## config.mk

```make
export PLATFORM = sky130hd
export DESIGN_NAME = tl_response_packetizer
export DESIGN_NICKNAME = d
export VERILOG_FILES = /design/src/rtl/tl_uart_pkg.sv /design/src/rtl/tl_pkt_fifo.sv /design/src/rtl/tl_response_packetizer.sv
export SDC_FILE = /design/constraint.sdc
export NUM_CORES = 1
export LEC_CHECK = 0
export CAP_MARGIN = 20
export CORE_MARGIN = 2
export CORE_UTILIZATION = 55
export DETAILED_ROUTE_END_ITERATION = 10
export PLACE_DENSITY = 0.78
export SYNTH_ARGS = -nofsm -noshare
export SYNTH_HDL_FRONTEND = slang
export SYNTH_SLANG_ARGS = --single-unit
```

## constraint.sdc

```tcl
create_clock -name clk -period 7.3 [get_ports clk]
set_input_delay 1.825 -clock clk [delete_from_list [all_inputs] [get_ports clk]]
set_output_delay 1.825 -clock clk [all_outputs]
set_load 0.01 [all_outputs]
```

## src/rtl/tl_uart_pkg.sv

```systemverilog
// Shared TileLink/UART packet definitions.
// Used by both the response packetizer and the uart_to_tilelink side.
package tl_uart_pkg;

    localparam logic [2:0] CH_A = 3'd0;
    localparam logic [2:0] CH_B = 3'd1;
    localparam logic [2:0] CH_C = 3'd2;
    localparam logic [2:0] CH_D = 3'd3;
    localparam logic [2:0] CH_E = 3'd4;

    localparam int CHAN_W   = 3;
    localparam int OPCODE_W = 3;
    localparam int PARAM_W  = 3;
    localparam int SIZE_W   = 8;
    localparam int SOURCE_W = 8;
    localparam int ADDR_W   = 64;
    localparam int DATA_W   = 64;
    localparam int UNION_W  = 9;

    localparam int HDR_BYTES  = 4;
    localparam int DATA_BYTES = 8;

    typedef enum logic {
        ST_IDLE,
        ST_SEND
    } tx_state_e;

    function automatic int pkt_bytes(input int addr_bytes);
        return HDR_BYTES + DATA_BYTES + addr_bytes;
    endfunction

    function automatic logic [7:0] pack_opcode(
        input logic       corrupt,
        input logic [2:0] param,
        input logic [2:0] opcode
    );
        return {corrupt, param, 1'b0, opcode};
    endfunction

endpackage

```

## src/rtl/tl_pkt_fifo.sv

```systemverilog
// Single-clock packet FIFO; head is readable combinationally.
// Pointers wrap naturally, count carries one extra bit for full.
module tl_pkt_fifo #(
    parameter int WIDTH = 8,
    parameter int DEPTH = 4
) (
    input  logic                     clk,
    input  logic                     reset,
    input  logic                     push,
    input  logic [WIDTH-1:0]         push_data,
    input  logic                     pop,
    output logic [WIDTH-1:0]         pop_data,
    output logic                     full,
    output logic                     empty,
    output logic [$clog2(DEPTH):0]   count
);

    localparam int AW = $clog2(DEPTH);

    logic [WIDTH-1:0] mem [DEPTH];
    logic [AW-1:0]    wr_ptr;
    logic [AW-1:0]    rd_ptr;
    logic             push_en;
    logic             pop_en;

    assign full     = (count == (AW+1)'(DEPTH));
    assign empty    = (count == '0);
    assign push_en  = push && !full;
    assign pop_en   = pop && !empty;
    assign pop_data = mem[rd_ptr];

    always_ff @(posedge clk) begin
        if (push_en) mem[wr_ptr] <= push_data;
    end

    always_ff @(posedge clk or posedge reset) begin
        if (reset) begin
            wr_ptr <= '0;
            rd_ptr <= '0;
            count  <= '0;
        end else begin
            if (push_en) wr_ptr <= wr_ptr + 1'b1;
            if (pop_en)  rd_ptr <= rd_ptr + 1'b1;
            count <= count + (AW+1)'(push_en) - (AW+1)'(pop_en);
        end
    end

endmodule

```

## src/rtl/tl_response_packetizer.sv

```systemverilog
// Packs TileLink frames into tl_host.py packets and streams
// them byte-by-byte toward uart_tx through a small packet FIFO.
module tl_response_packetizer
    import tl_uart_pkg::*;
#(
    parameter int ADDR_BYTES = 4,
    parameter int FIFO_DEPTH = 4,
    parameter int CNT_W      = 16
) (
    input  logic             clk,
    input  logic             reset,
    input  logic             tl_out_valid,
    output logic             tl_out_ready,
    input  logic [2:0]       tl_out_bits_chanId,
    input  logic [2:0]       tl_out_bits_opcode,
    input  logic [2:0]       tl_out_bits_param,
    input  logic [7:0]       tl_out_bits_size,
    input  logic [7:0]       tl_out_bits_source,
    input  logic [63:0]      tl_out_bits_address,
    input  logic [63:0]      tl_out_bits_data,
    input  logic             tl_out_bits_corrupt,
    input  logic [8:0]       tl_out_bits_union,
    output logic             tx_valid,
    input  logic             tx_ready,
    output logic [7:0]       tx_data,
    input  logic             status_clear,
    output logic             addr_trunc_err,
    output logic             union_trunc_err,
    output logic [CNT_W-1:0] tx_pkt_count
);

    localparam int PKT_BYTES = pkt_bytes(ADDR_BYTES);
    localparam int PKT_W     = 8 * PKT_BYTES;
    localparam int IDX_W     = $clog2(PKT_BYTES);
    localparam int AW        = $clog2(FIFO_DEPTH);
    localparam logic [IDX_W-1:0] LAST_IDX = IDX_W'(PKT_BYTES - 1);

    logic [PKT_W-1:0] pkt;
    logic [PKT_W-1:0] head;
    logic [PKT_W-1:0] shreg;
    logic [PKT_W-1:0] shreg_d;
    logic [IDX_W-1:0] byte_idx;
    logic [IDX_W-1:0] byte_idx_d;
    logic [AW:0]      fifo_count;
    tx_state_e        state;
    tx_state_e        state_d;
    logic             accept;
    logic             full;
    logic             empty;
    logic             pop;
    logic             pkt_done;
    logic             addr_hi_nz;
    logic             unused_source;

    assign unused_source = ^tl_out_bits_source;

    // Byte 0 sits in the low bits so the shifter emits it first.
    assign pkt = {
        tl_out_bits_data,
        tl_out_bits_address[8*ADDR_BYTES-1:0],
        tl_out_bits_union[7:0],
        tl_out_bits_size,
        pack_opcode(tl_out_bits_corrupt,
                    tl_out_bits_param,
                    tl_out_bits_opcode),
        {5'b0, tl_out_bits_chanId}
    };

    generate
        if (ADDR_BYTES < 8) begin : g_trunc
            assign addr_hi_nz =
                |tl_out_bits_address[63:8*ADDR_BYTES];
        end else begin : g_notrunc
            assign addr_hi_nz = 1'b0;
        end
    endgenerate

    assign tl_out_ready =
        (fifo_count != (AW+1)'(FIFO_DEPTH));
    assign accept  = tl_out_valid && !full;
    assign tx_data = shreg[7:0];

    tl_pkt_fifo #(
        .WIDTH (PKT_W),
        .DEPTH (FIFO_DEPTH)
    ) u_fifo (
        .clk       (clk),
        .reset     (reset),
        .push      (accept),
        .push_data (pkt),
        .pop       (pop),
        .pop_data  (head),
        .full      (full),
        .empty     (empty),
        .count     (fifo_count)
    );

    always_comb begin
        state_d    = state;
        shreg_d    = shreg;
        byte_idx_d = byte_idx;
        pop        = 1'b0;
        pkt_done   = 1'b0;
        tx_valid   = 1'b0;
        unique case (state)
            ST_IDLE: begin
                if (!empty) begin
                    pop        = 1'b1;
                    shreg_d    = head;
                    byte_idx_d = '0;
                    state_d    = ST_SEND;
                end
            end
            ST_SEND: begin
                tx_valid = 1'b1;
                if (tx_ready) begin
                    shreg_d    = shreg >> 8;
                    byte_idx_d = byte_idx + 1'b1;
                    if (byte_idx == LAST_IDX) begin
                        pkt_done   = 1'b1;
                        byte_idx_d = '0;
                        // Chain straight into the next packet.
                        if (!empty) begin
                            pop     = 1'b1;
                            shreg_d = head;
                        end else begin
                            state_d = ST_IDLE;
                        end
                    end
                end
            end
            default: state_d = ST_IDLE;
        endcase
    end

    always_ff @(posedge clk or posedge reset) begin
        if (reset) begin
            state    <= ST_IDLE;
            shreg    <= '0;
            byte_idx <= '0;
        end else begin
            state    <= state_d;
            shreg    <= shreg_d;
            byte_idx <= byte_idx_d;
        end
    end

    always_ff @(posedge clk or posedge reset) begin
        if (reset) begin
            addr_trunc_err  <= 1'b0;
            union_trunc_err <= 1'b0;
            tx_pkt_count    <= '0;
        end else if (status_clear) begin
            addr_trunc_err  <= 1'b0;
            union_trunc_err <= 1'b0;
            tx_pkt_count    <= '0;
        end else begin
            if (accept && addr_hi_nz)
                addr_trunc_err <= 1'b1;
            if (accept && tl_out_bits_union[8])
                union_trunc_err <= 1'b1;
            if (pkt_done)
                tx_pkt_count <= tx_pkt_count + 1'b1;
        end
    end

endmodule

```

======== Yosys cells after proc, flatten, opt, wreduce, memory -nomap -nowiden ========
Memory sizes are Yosys's and may differ from the RTL's.
Cells that the tools add are included.
storage, ports and cells
  register bits ........................... 158
  output and inout port bits .............. 28
  memories kept ........................... 1
  input bits .............................. 168
  memory bits (writable) .................. 488
  logic and storage cells ................. 63
memory list
  name        depth  bits a word  rd ports  clocked after memory_dff  write ports  RTL line           RTL
  u_fifo.mem  4      122          1         0                         1            tl_pkt_fifo.sv:20  logic [WIDTH-1:0] mem [DEPTH];
cells by class
  bitwise operators ....................... 1
  mux-type cells .......................... 28
  reductions and logical operators ........ 13
  $add $sub $neg .......................... 6
  eq/ne operators ......................... 5
operators by type and width
  cell                                           count
  2-to-1 mux 128 bit                             4
  one-hot mux 128 bit (2 select lines)           1
  2-to-1 mux 16 bit                              2
  OR reduction 32 bit                            1
  adder 16 x 1 -> 16 bit, second input constant  1
  2-to-1 mux 1 bit                               15
  2-to-1 mux 4 bit                               3
  one-hot mux 4 bit (2 select lines)             1
  nonzero test 2 bit                             3
  logical AND 1 bit                              5
  adder 2 x 1 -> 2 bit, second input constant    2
  adder 4 x 1 -> 4 bit, second input constant    1
  == test 4 bit, second input constant           1
  != test 2 bit, second input constant           2
  one-hot mux 1 bit (2 select lines)             2
  adder 3 x 1 -> 3 bit                           1
  == test 3 bit, second input constant           1
  zero test 3 bit                                1
  != test 3 bit, second input constant           1
  subtractor 3 x 1 -> 3 bit                      1
  zero test 1 bit                                2
  AND reduction 2 bit                            1
  inverter 1 bit                                 1

======== Longest topological paths before layout ========
  word-level depth ........................ 7
  gate-level depth with buffers ........... 11
  gate-level depth less buffers ........... 10

======== Cells and area by module ========
Synthesis repeated with hierarchy kept, for this count alone.
unflattened totals
  cell total of the unflattened synthesis .. 1,393
  area, all modules ....................... 25,913.6 um^2
modules (own cells, without submodules)
  module                  area an instance (um^2)  cells an instance  seq. area each (um^2)  times used
  tl_pkt_fifo             18,938.2                 711                15,549.9               1
  tl_response_packetizer  6,975.4                  682                3,778.6                1

======== Worst setup path before layout ========
OpenSTA, ideal clock, no wires.
  path kind ............................... input port to flip-flop
  from .................................... input tl_out_valid
  to ...................................... memory u_fifo.mem[0][0] (netlist bit) (enable)
  data required time ...................... 6.805 ns
  stages on the path ...................... 2
  buffers on the path ..................... 0
  arrival time ............................ 5.136 ns
  slack ................................... 1.669 ns
  setup time .............................. 0.495 ns
  path through ............................ a21boi_1 > and2_1
between the ends
  longest elaborated chain between the ends .. 4
RTL lines
  element                                 RTL line                      RTL
  start: declaration                      tl_response_packetizer.sv:12  input logic tl_out_valid,
  logical AND 1 bit                       tl_response_packetizer.sv:80  assign accept = tl_out_valid && !full;
  logical AND 1 bit                       tl_pkt_fifo.sv:28             assign push_en = push && !full;
  2-to-1 mux 1 bit                        tl_pkt_fifo.sv:33             if (push_en) mem[wr_ptr] <= push_data;
  2-to-1 mux 1 bit (not written as such)  tl_pkt_fifo.sv:33
  end: declaration                        tl_pkt_fifo.sv:20
Every way passes these cells.

======== Worst setup path after layout ========
  from .................................... input tl_out_valid
  to ...................................... memory u_fifo.mem[1][52] (netlist bit) (enable)
between the ends
  longest elaborated chain between the ends .. 4
RTL lines
  element                                 RTL line                      RTL
  logical AND 1 bit                       tl_response_packetizer.sv:80
  logical AND 1 bit                       tl_pkt_fifo.sv:28
  net u_fifo.push_en                      tl_pkt_fifo.sv:23             logic push_en;
  2-to-1 mux 1 bit                        tl_pkt_fifo.sv:33
  2-to-1 mux 1 bit (not written as such)  tl_pkt_fifo.sv:33
The timed path passes the listed nets, and every way through them passes these cells.

==> impl_summary.txt <==
----------------------------------------------------
[Clocking]
  Maximum root-to-sink buffer count ... 3
  Setup bufs post-CTS ... 0
  Post-cts sizing count ... 0
  CTS Root Buffer Type ... sky130_fd_sc_hd__clkbuf_16
  Clock insertion delay at the later pin of the skew report ... 0.61 ns
  Clock buffer count from CTS ... 61
  H-tree lvl count ... 2
  Sink Count ... 646
  Clock tree from TritonCTS ... built
  Number of buffers inserted for hold repair after clock tree synthesis ... 0
  Worst-path clk slew ... 0.06 ns

[Timing]
  Clock period minus final worst setup slack ... 4.143 ns
  Worst Tran Pin Value ... 1.022 ns
  Crit share post-route ... 56.75%
  Final Hold Viols ... 0
  TNS Setup ... 0 ns
  Max-slew headroom at the worst pin ... 31.87%
  Fmax ... 241.4 MHz
  Final-report setup violation count ... 0
  Pins over their slew limit ... 0
  Unrepaired setup endpoints after global routing ... no
  Setup clock skew after layout ... 0.01600 ns
  Min Hold Slack ... 0.4934 ns

[Global route]
  Global-route wire length before repair ... 79,740 µm
  Residual overflow from global routing ... 0
  Global Route Usage Sum ... 22.18%
  Number of global-route vias before repair ... 14,137
  Maximum number of pins on one net before global-route repair ... 132
  Number of antenna violations at the first check in global routing ... 2

[Placed design]
  Estimated wirelength of the detail-placed design ... 28,080 µm
  GPL Wtd Cong ... 0.7454
  Number of port buffers ... 187

[Yosys]
  Most used flip-flop cell after synthesis ... sky130_fd_sc_hd__edfxtp_1
  Yosys top cell area share ... 59.15%
  Cell types with the largest area share after synthesis ... sky130_fd_sc_hd__edfxtp_1, sky130_fd_sc_hd__dfrtp_1, sky130_fd_sc_hd__mux4_2
  Syn Inst Count ... 1,468
  Mean instance size in the synthesized netlist ... 16.88 µm²
  Post-synthesis sequential element count ... 646
  Cell type with the highest aggregate area in the netlist ... sky130_fd_sc_hd__edfxtp_1
  Synth warnings ... 0
  Leading post-synthesis cells by instance count ... sky130_fd_sc_hd__edfxtp_1, sky130_fd_sc_hd__a21oi_1, sky130_fd_sc_hd__dfrtp_1, sky130_fd_sc_hd__nor2_1, sky130_fd_sc_hd__nand2_1
  Number of enable-type register cells in the synthesized netlist ... 488
  Netlist cell types ... 40
  Post-synthesis instance area ... 24,780 µm²
  Share of the yosys chip area belonging to registers ... 75.11%
  Share of flip-flops with an asynchronous set or reset after synthesis ... 24.46%
  Most common cell in the synthesized netlist ... sky130_fd_sc_hd__edfxtp_1
  Post-synthesis net count ... 1,645

[Run status]
  Run status ... completed

[Drt]
  Number of detailed-routing iterations run before antenna repair ... 5
  Post-route antenna net violation count ... 0
  Residual DRC count ... 0
  First DRT Iteration DRCs ... 1,172
  Vias/cell ... 5.903
  DR vias ... 13,488
  Final WL ... 50,940 µm
  Routed len/inst ... 22.29 µm

[Cells and area]
  Proportion of layout cells with a drive suffix above 1 ... 14.78%
  Nets@finish ... 1,819
  Area used by multi-input combinational logic ... 5759 µm²
  Area used by sequential logic in the layout ... 18,620 µm²
  Fillers ... 2,968
  Synth-to-layout area growth ... 18.25%

[Critical path]
  Critical R2R Launch ... byte_idx[0]
  Required time at the endpoint of the critical path ... 7.56 ns
  Number of logic stages on the critical path including buffering ... 4
  Start point of the critical path ... tl_out_valid
  Capture point of the critical path ... u_fifo.mem[1][52]
  Buf+Inv Stages, Crit Path ... 2
  Cells along the critical path ... clkdlybuf4s50_1 > a21boi_1 > and2_4 > buf_12
  Reg2reg end ... shreg[91]
  Register-to-Register Path Depth ... 7
  Crit path capture type ... register
  Dominant delay contributor by cell family on the critical path ... simple AND/OR/NAND/NOR gates
  Maximum fanout along the worst path ... 64
  Startpoint types ... primary input
  Crit path DAT ... 4.40 ns
  Delay of the slowest cell on the worst path ... 0.95 ns
  Flop-to-flop setup slack ... 4.26 ns
  Setup CP Type ... primary input to register
  Max stage delay cell, worst path ... sky130_fd_sc_hd__and2_4

[Die]
  DIE AREA ... 46,760 µm²
  Width of the die ... 216.2 µm
  Io pins ... 196
  Site Rows ... 77
  Initial core utilization ... 55.90%
  Core box area ... 44,320 µm²
  Die Span Y ... 216.2 µm

[Power and ir drop]
  Standby leakage power ... 9.735 nW
  Worst IR Drop VDD ... 0.2314 mV
  Power density over the cells ... 342.1 nW/µm²

[Hold path]
  Min-Delay Startpoint ... shreg[5]
  Hold crit path type ... register to register

[Run]
  Count of maximum capacitance violations ... 0

----------------------------------------------------
-- flip-flops by register name, indices dropped and copies added, names as in the netlist --
register and cells:
u_fifo.mem 488, shreg 128, tx_pkt_count 16, byte_idx 4, u_fifo.count 3, u_fifo.rd_ptr 2, u_fifo.wr_ptr 2, addr_trunc_err 1
state 1, union_trunc_err 1
-- worst reg2reg max path: stages, from the launching register on --
cell and delay (ns):
sky130_fd_sc_hd__dfrtp_1 0.41, sky130_fd_sc_hd__ha_1 0.31, sky130_fd_sc_hd__and3_2 0.28, sky130_fd_sc_hd__a21oi_4 0.14, sky130_fd_sc_hd__buf_4 0.53, sky130_fd_sc_hd__buf_4 0.79, sky130_fd_sc_hd__a21oi_1 0.31, sky130_fd_sc_hd__a21oi_1 0.21
-- final cells by class --
class                           instances  area share [%]
Antenna cell                            1        0.008542
Clock buffer                           90           6.030
Clock inverter                         23          0.9396
Inverter                               10          0.1452
Multi-Input combinational cell        719           19.66
Sequential cell                       646           63.54
Tap cell                              592           2.528
Timing Repair Buffer                  204           7.149
-- power by group --
group / leakage, nW / internal [mW] / switching, mW
sequential: 6.22 / 4.74 / 0.303
combinational: 2.52 / 0.859 / 0.941
clock: 0.998 / 1.88 / 1.30
total: 9.73 / 7.48 / 2.54
-- cell usage in the layout (no fill, tap or decap), drive strengths merged, types with 13 or more instances in the layout --
cell,Yosys,final
clkinv,0,13
clkdlybuf4s50,0,187
buf,49,17
nand2,128,128
mux4,122,122
edfxtp,488,488
dfrtp,158,158
clkbuf,44,90
a21oi,236,236
nor2,130,130
-- worst min-delay path by stage --
stage,to,cells after the start
after detailed placement,shreg[5],1
after floorplan,shreg[11],1
final,shreg[5],1
after global placement,shreg[11],1
after global routing,shreg[4],1
after CTS,shreg[5],1
-- stage by stage --
step / utilization (%) / cells / cell area, µm² / power (mW) / worst slack [ns]
2_1_floorplan: - / 1468 / 24780 / 6.366 / 1.212
3_3_place_gp: 61.43 / 2170 / 27220 / 6.865 / 2.572
3_5_place_dp: 61.43 / 2170 / 27220 / 6.939 / 2.528
4_1_cts: 66.04 / 2283 / 29270 / 10.12 / 3.158
5_1_grt: 66.11 / 2285 / 29300 / 10.43 / 2.972
6_report: 66.11 / 2285 / 29300 / 10.02 / 3.157
-- cell families (layout without fill, tap and decap cells) --
kind of cell / count (synthesis) / count (layout) / synth area share [%]
AO/OA/AOI/OAI: 265 / 265 / 5.651
XOR/XNOR: 15 / 15 / 0.5303
adder cells (fa/ha/maj): 9 / 9 / 0.4848
buffers and inverters: 103 / 327 / 1.869
flip-flops: 646 / 646 / 75.11
multiplexers: 124 / 124 / 11.18
other: 0 / 1 / 0
AND/OR/NAND/NOR: 306 / 306 / 5.177
-- routing by layer --
| layer | up-vias | track usage [%] | wire (µm) |
|---|---|---|---|
| met2 | 445 | 37.06 | 25730 |
| met5 | - | 0 | 8 |
| met4 | 2 | 6.324 | 1011 |
| met3 | 80 | 3.144 | 2640 |
| li1 | 5974 | - | - |
| met1 | 6987 | 31.00 | 21540 |
No activity file was read; power rests on OpenSTA's default activity.
==> variant 1 (same flow settings) <==
The parameter `CNT_W` goes from 16 to 32.
--- a/src/rtl/tl_response_packetizer.sv
+++ b/src/rtl/tl_response_packetizer.sv
@@ -7,3 +7,3 @@
     parameter int FIFO_DEPTH = 4,
-    parameter int CNT_W      = 16
+    parameter int CNT_W      = 32
 ) (
Interface: changed (resized tx_pkt_count); port bits go from 196 to 212. The function was not compared with the original's and may differ.
==> variant 1 against the original RTL <==
Sequential cell count up 16. Power fell by 1.3%. Via count rose by 0.24%. Synthesized area is 1.3% higher. Worst hold slack worse by 0.014 ns. Design area rose by 2.4%. Routed wire length increased by 5.0%. Worst setup slack got worse by 0.029 ns. Global-route usage is 0.69 points higher. Sequential share of layout area decreased by 0.13 points. Utilization grew 0.26 points.
==> variant 1: results (changes against the original RTL) <==
stage	metric	value	unit	change
synthesis	sequential cell area fraction in the yosys report	75.7	%	+0.64 points
pwr	P_leak	11.4	nW	+17%
clocking	H-tree depth	3		+1
status	run status	completed		
routing	met3 wirelength from detailed routing	3.60	mm	+36%
global_routing	met1 Resource Use GR	30.4	%	-0.60 points
clocking	TritonCTS Buffers	66		+8.2%
cells_and_area	multi-input gate area in the final layout	5280	µm²	-8.3%
critical_path	Worst R2R End	shreg[116]		
routing	DRT met1 WL	21.1	mm	-1.9%
synthesis	number of nets produced by synthesis	1494		-9.2%
synthesis	top area cells in the synthesized netlist	edfxtp_1 (58%), dfrtp_1 (17%), mux4_2 (11%)		
timing	post-route worst hold slack	0.480	ns	-0.0136 ns
cells_and_area	share of the final layout cell area in sequential cells	63.4	%	-0.13 points
cells_and_area	fill cell total of the finished layout	2897		-2.4%
global_routing	global-route wire length before repair	81.3	mm	+2.0%
min_path	Hold Startpoint	shreg[36]		
routing	via density per instance	6.22		+5.5%
place	GP Congestion	0.792		+6.2%
floorplan	inserted tap cell count	600		+1.4%
timing	transition at the pin with the smallest max-transition slack	1.04	ns	+0.0151 ns
min_path	worst hold endpoint	shreg[28]		
critical_path	Crit Path Max Fanout	75		+17%
global_routing	met3 Track Usage GR	4.45	%	+1.3 points
place	instance area at placement	27700	µm²	+1.8%
cells_and_area	largest registers in the final layout	u_fifo.mem: 488 flops, shreg: 128 flops, tx_pkt_count: 32 flops		
cells_and_area	share of post-route cells with drive strength above 1	16.5	%	+1.7 points
synthesis	synthesized-area fraction occupied by adder cells	0.479	%	-0.0062 points
pwr	Psw	0.00241	W	-5.2%
routing	Iteration-0 DRC Markers	1690		+44%
synthesis	share of cell area taken by muxes after synthesis	11.1	%	-0.098 points
clocking	later-pin clock latency in the skew report	0.59	ns	-0.02 ns
routing	overall routed net length	53.5	mm	+5.0%
synthesis	number of distinct library cell variants in the gate-level netlist after synthesis	38		-5.0%
critical_path	register-to-register path setup slack	3.90	ns	-0.36 ns
synthesis	count of mapped cells out of synthesis	1317		-10%
cells_and_area	number of non-clock inverters in the layout	124		+114
[variant 1: cell types whose count changed in the layout (fill, tap and decap cells not counted), moves of 16 or more]
cell	before	now
clkdlybuf4s50_1	187	203
nand2_1	128	21
nor2_1	130	15
dfrtp_1	156	172
a21oi_1	234	23
inv_1	9	123
a222oi_1	0	114
[variant 1: power groups by stage]
stage | clock (W) | sequential [W] | combinational (W)
after floorplan | 0 | 0.00496 | 0.00107
after global placement | 0 | 0.00500 | 0.00147
after detailed placement | 0 | 0.00504 | 0.00150
after CTS | 0.00349 | 0.00497 | 0.00150
after global routing | 0.00363 | 0.00502 | 0.00162
final | 0.00343 | 0.00497 | 0.00150
[variant 1: worst max-delay path, cell delays in order]
cell and delay (ns):
clkdlybuf4s50_1 0.63, nor2b_1 0.14, a211oi_4 0.20, buf_4 0.57, buf_4 0.83, a222oi_1 0.24, inv_1 0.17
==> variant 2 (same flow settings) <==
Without the edit above. Register the output `addr_trunc_err` once more; this adds one clock of latency there. The other outputs are not delayed to match.
--- a/src/rtl/tl_response_packetizer.sv
+++ b/src/rtl/tl_response_packetizer.sv
@@ -36,2 +36,4 @@
     localparam logic [IDX_W-1:0] LAST_IDX = IDX_W'(PKT_BYTES - 1);
+
+    logic addr_trunc_err_s0;
 
@@ -149,3 +151,3 @@
         if (reset) begin
-            addr_trunc_err  <= 1'b0;
+            addr_trunc_err_s0 <= 1'b0;
             union_trunc_err <= 1'b0;
@@ -153,3 +155,3 @@
         end else if (status_clear) begin
-            addr_trunc_err  <= 1'b0;
+            addr_trunc_err_s0 <= 1'b0;
             union_trunc_err <= 1'b0;
@@ -158,3 +160,3 @@
             if (accept && addr_hi_nz)
-                addr_trunc_err <= 1'b1;
+                addr_trunc_err_s0 <= 1'b1;
             if (accept && tl_out_bits_union[8])
@@ -166,2 +168,6 @@
 
+    always_ff @(posedge clk) begin
+        addr_trunc_err <= addr_trunc_err_s0;
+    end
+
 endmodule
Formal check against the unedited RTL: not equivalent (Yosys sat finds a counterexample within 4 cycles, from zero or initial values and one cycle with reset high).
==> variant 2 against the original RTL <==
Routed wire length rose by 1.1%. Sequential cell count up 1. Synthesized cell count barely moved. Synthesized area is essentially flat. Worst setup slack lost 0.0050 ns. Highest routed layer unchanged. Clock power fell by 1%. Design area is 0.12% lower. Largest cell class unchanged. Critical endpoint is now u_fifo.mem[3][62]. Power fell by 0.29%.
==> variant 2: results (changes against the original RTL) <==
stage	metric	value	unit	change
clocking	number of hold buffers added after cts	0		unchanged
routing	overall routed net length	51.5	mm	+1.1%
synthesis	dominant synthesized flop cell	edfxtp_1		
routing	Iteration-0 DRC Markers	1209		+3.2%
clocking	setup bufs post-CTS	0		unchanged
cells_and_area	largest registers in the final layout	u_fifo.mem: 488 flops, shreg: 128 flops, tx_pkt_count: 16 flops		
timing	post-route clock skew	0.0158	ns	-0.000228 ns
synthesis	post-synthesis async set-or-reset flop share	24.4	%	-0.038 points
place	Post-Place Cells	2172		+0.092%
clocking	H-tree depth	2		unchanged
cells_and_area	fill cell total of the finished layout	2959		-0.30%
clocking	TritonCTS Buffers	61		unchanged
clocking	cell at the root of the clock tree	clkbuf_16		
routing	highest metal used	met5		
pwr	worst ir drop on vdd	0.193	mV	-17%
cells_and_area	final net count	1820		+0.055%
synthesis	top area cells in the synthesized netlist	edfxtp_1 (59%), dfrtp_1 (16%), mux4_2 (11%)		
clocking	later-pin clock latency in the skew report	0.62	ns	
global_routing	number of antenna violations at the first check in global routing	6		+4
routing	sum of met2 wire segment lengths after detailed routing	25.6	mm	-0.49%
pwr	P_leak	9.72	nW	-0.20%
place	GP Congestion	0.774		+3.8%
clocking	largest buffer count on any clock path	3		unchanged
synthesis	sequential cell area fraction in the yosys report	75.1	%	about the same
min_path	Cells on Worst Hold Path	0		-1
cells_and_area	share of post-route cells with drive strength above 1	14.5	%	-0.26 points
global_routing	largest net degree at the start of global routing	132		unchanged
critical_path	depth of the most critical reg-to-reg path	7		unchanged
synthesis	number of nets produced by synthesis	1646		+0.061%
cells_and_area	number of non-filler instances in the completed layout	2290		+0.22%
place	final HPWL from detailed placement	28.5	mm	+1.6%
clocking	post-cts gate resize count	0		unchanged
critical_path	data arrival time of the critical path	4.42	ns	+0.02 ns
place	worst-case setup slack after placement	2.50	ns	-0.0315 ns
timing	transition at the pin with the smallest max-transition slack	1.07	ns	+0.0500 ns
routing	DRT met1 WL	21.3	mm	-0.96%
routing	met3 wirelength from detailed routing	3.58	mm	+36%
routing	First-pass DRT Iterations	5		unchanged
synthesis	per-instance average area after synthesis	16.9	µm²	about the same
status	run status	completed		
min_path	HP Class	reg -> reg		
synthesis	number of distinct library cell variants in the gate-level netlist after synthesis	41		+2.5%
global_routing	vias in the first global route	14100		-0.50%
global_routing	global-route wire length before repair	80.1	mm	+0.48%
global_routing	GRT Util Overall	22.4	%	+0.18 points
synthesis	Post-synth top cells	edfxtp_1 (488), a21oi_1 (236), dfrtp_1 (158)		
synthesis	Yosys warnings	0		unchanged
synthesis	EDFF count, synth	488		unchanged
place	count of input and output buffers	187		unchanged
routing	via density per instance	5.91		+0.18%
critical_path	Crit Path Max Fanout	63		-1.6%
clocking	clock transition at the register clock pins on the worst setup and hold paths after CTS	0.06	ns	about the same
place	instance area at placement	27200	µm²	about the same
-- variant 2: cell types whose count changed in the layout (fill, tap and decap cells not counted), sizes merged --
cell      change
clkbuf        +3
dfxtp         +1
inv           +1
diode         +2
clkinvlp      -2
bufinv        -1
clkinv        +1
-- variant 2: final timing paths --
| kind | end | startpoint | slack (ns) |
|---|---|---|---|
| worst max-delay path | u_fifo.mem[3][62] | tl_out_valid | 3.15 |
| worst min-delay path | addr_trunc_err | addr_trunc_err_s0 | 0.40 |
| worst max register to register | shreg[84] | byte_idx[0] | 4.27 |
| worst min register to register | addr_trunc_err | addr_trunc_err_s0 | 0.40 |
| max in group asynchronous | shreg[16] | reset | 4.35 |
| min in group asynchronous | shreg[102] | reset | 1.66 |
-- variant 2: where the power goes --
part / switching [W] / leakage (nW) / internal, W
combinational: 0.000915 / 2.50 / 0.000854
clock: 0.00130 / 0.985 / 0.00184
sequential: 0.000338 / 6.23 / 0.00475
total: 0.00255 / 9.72 / 0.00744
-- variant 2: metrics by stage --
step / util, % / total power, W / hold WS [ns]
after global placement: 61.5 / 0.00687 / 0.390
final: 66.0 / 0.00999 / 0.403
after CTS: 66.0 / 0.0101 / 0.410
after detailed placement: 61.5 / 0.00695 / 0.397
after floorplan: - / 0.00637 / 0.369
after global routing: 66.0 / 0.0104 / 0.429
-- variant 2: critical path, cell delays in order --
cell	delay, ns
clkdlybuf4s50_1	0.46
a21boi_1	0.67
and2_4	0.94
buf_12	0.45
-- variant 2: logic make-up (layout without fill, tap and decap cells) --
kind of cell | Yosys count | in the layout | synth area share (%)
AOI/OAI and AO/OA | 265 | 265 | 5.65
adders and majority gates | 9 | 9 | 0.484
DFF | 647 | 647 | 75.1
xor gates and xnor gates | 15 | 15 | 0.530
and+or+nand+nor | 306 | 306 | 5.17
other | 0 | 3 | 0
buffers and inverters | 103 | 329 | 1.87
muxes | 124 | 124 | 11.2
-- variant 2: cell type report --
| class | instances | share of cell area [%] |
|---|---|---|
| Clock inverter | 22 | 0.834 |
| Antenna cell | 3 | 0.0257 |
| Inverter | 10 | 0.145 |
| Sequential cell | 647 | 63.7 |
| Multi-Input combinational cell | 719 | 19.7 |
| Tap cell | 592 | 2.53 |
| Timing Repair Buffer | 204 | 7.05 |
| Clock buffer | 93 | 6.05 |
-- variant 2: routing by layer --
metal / track usage, % / up-vias
li1: - / 5974
met1: 31.1 / 6988
met2: 36.7 / 502
met3: 4.38 / 72
met4: 6.35 / 6
met5: 0 / -
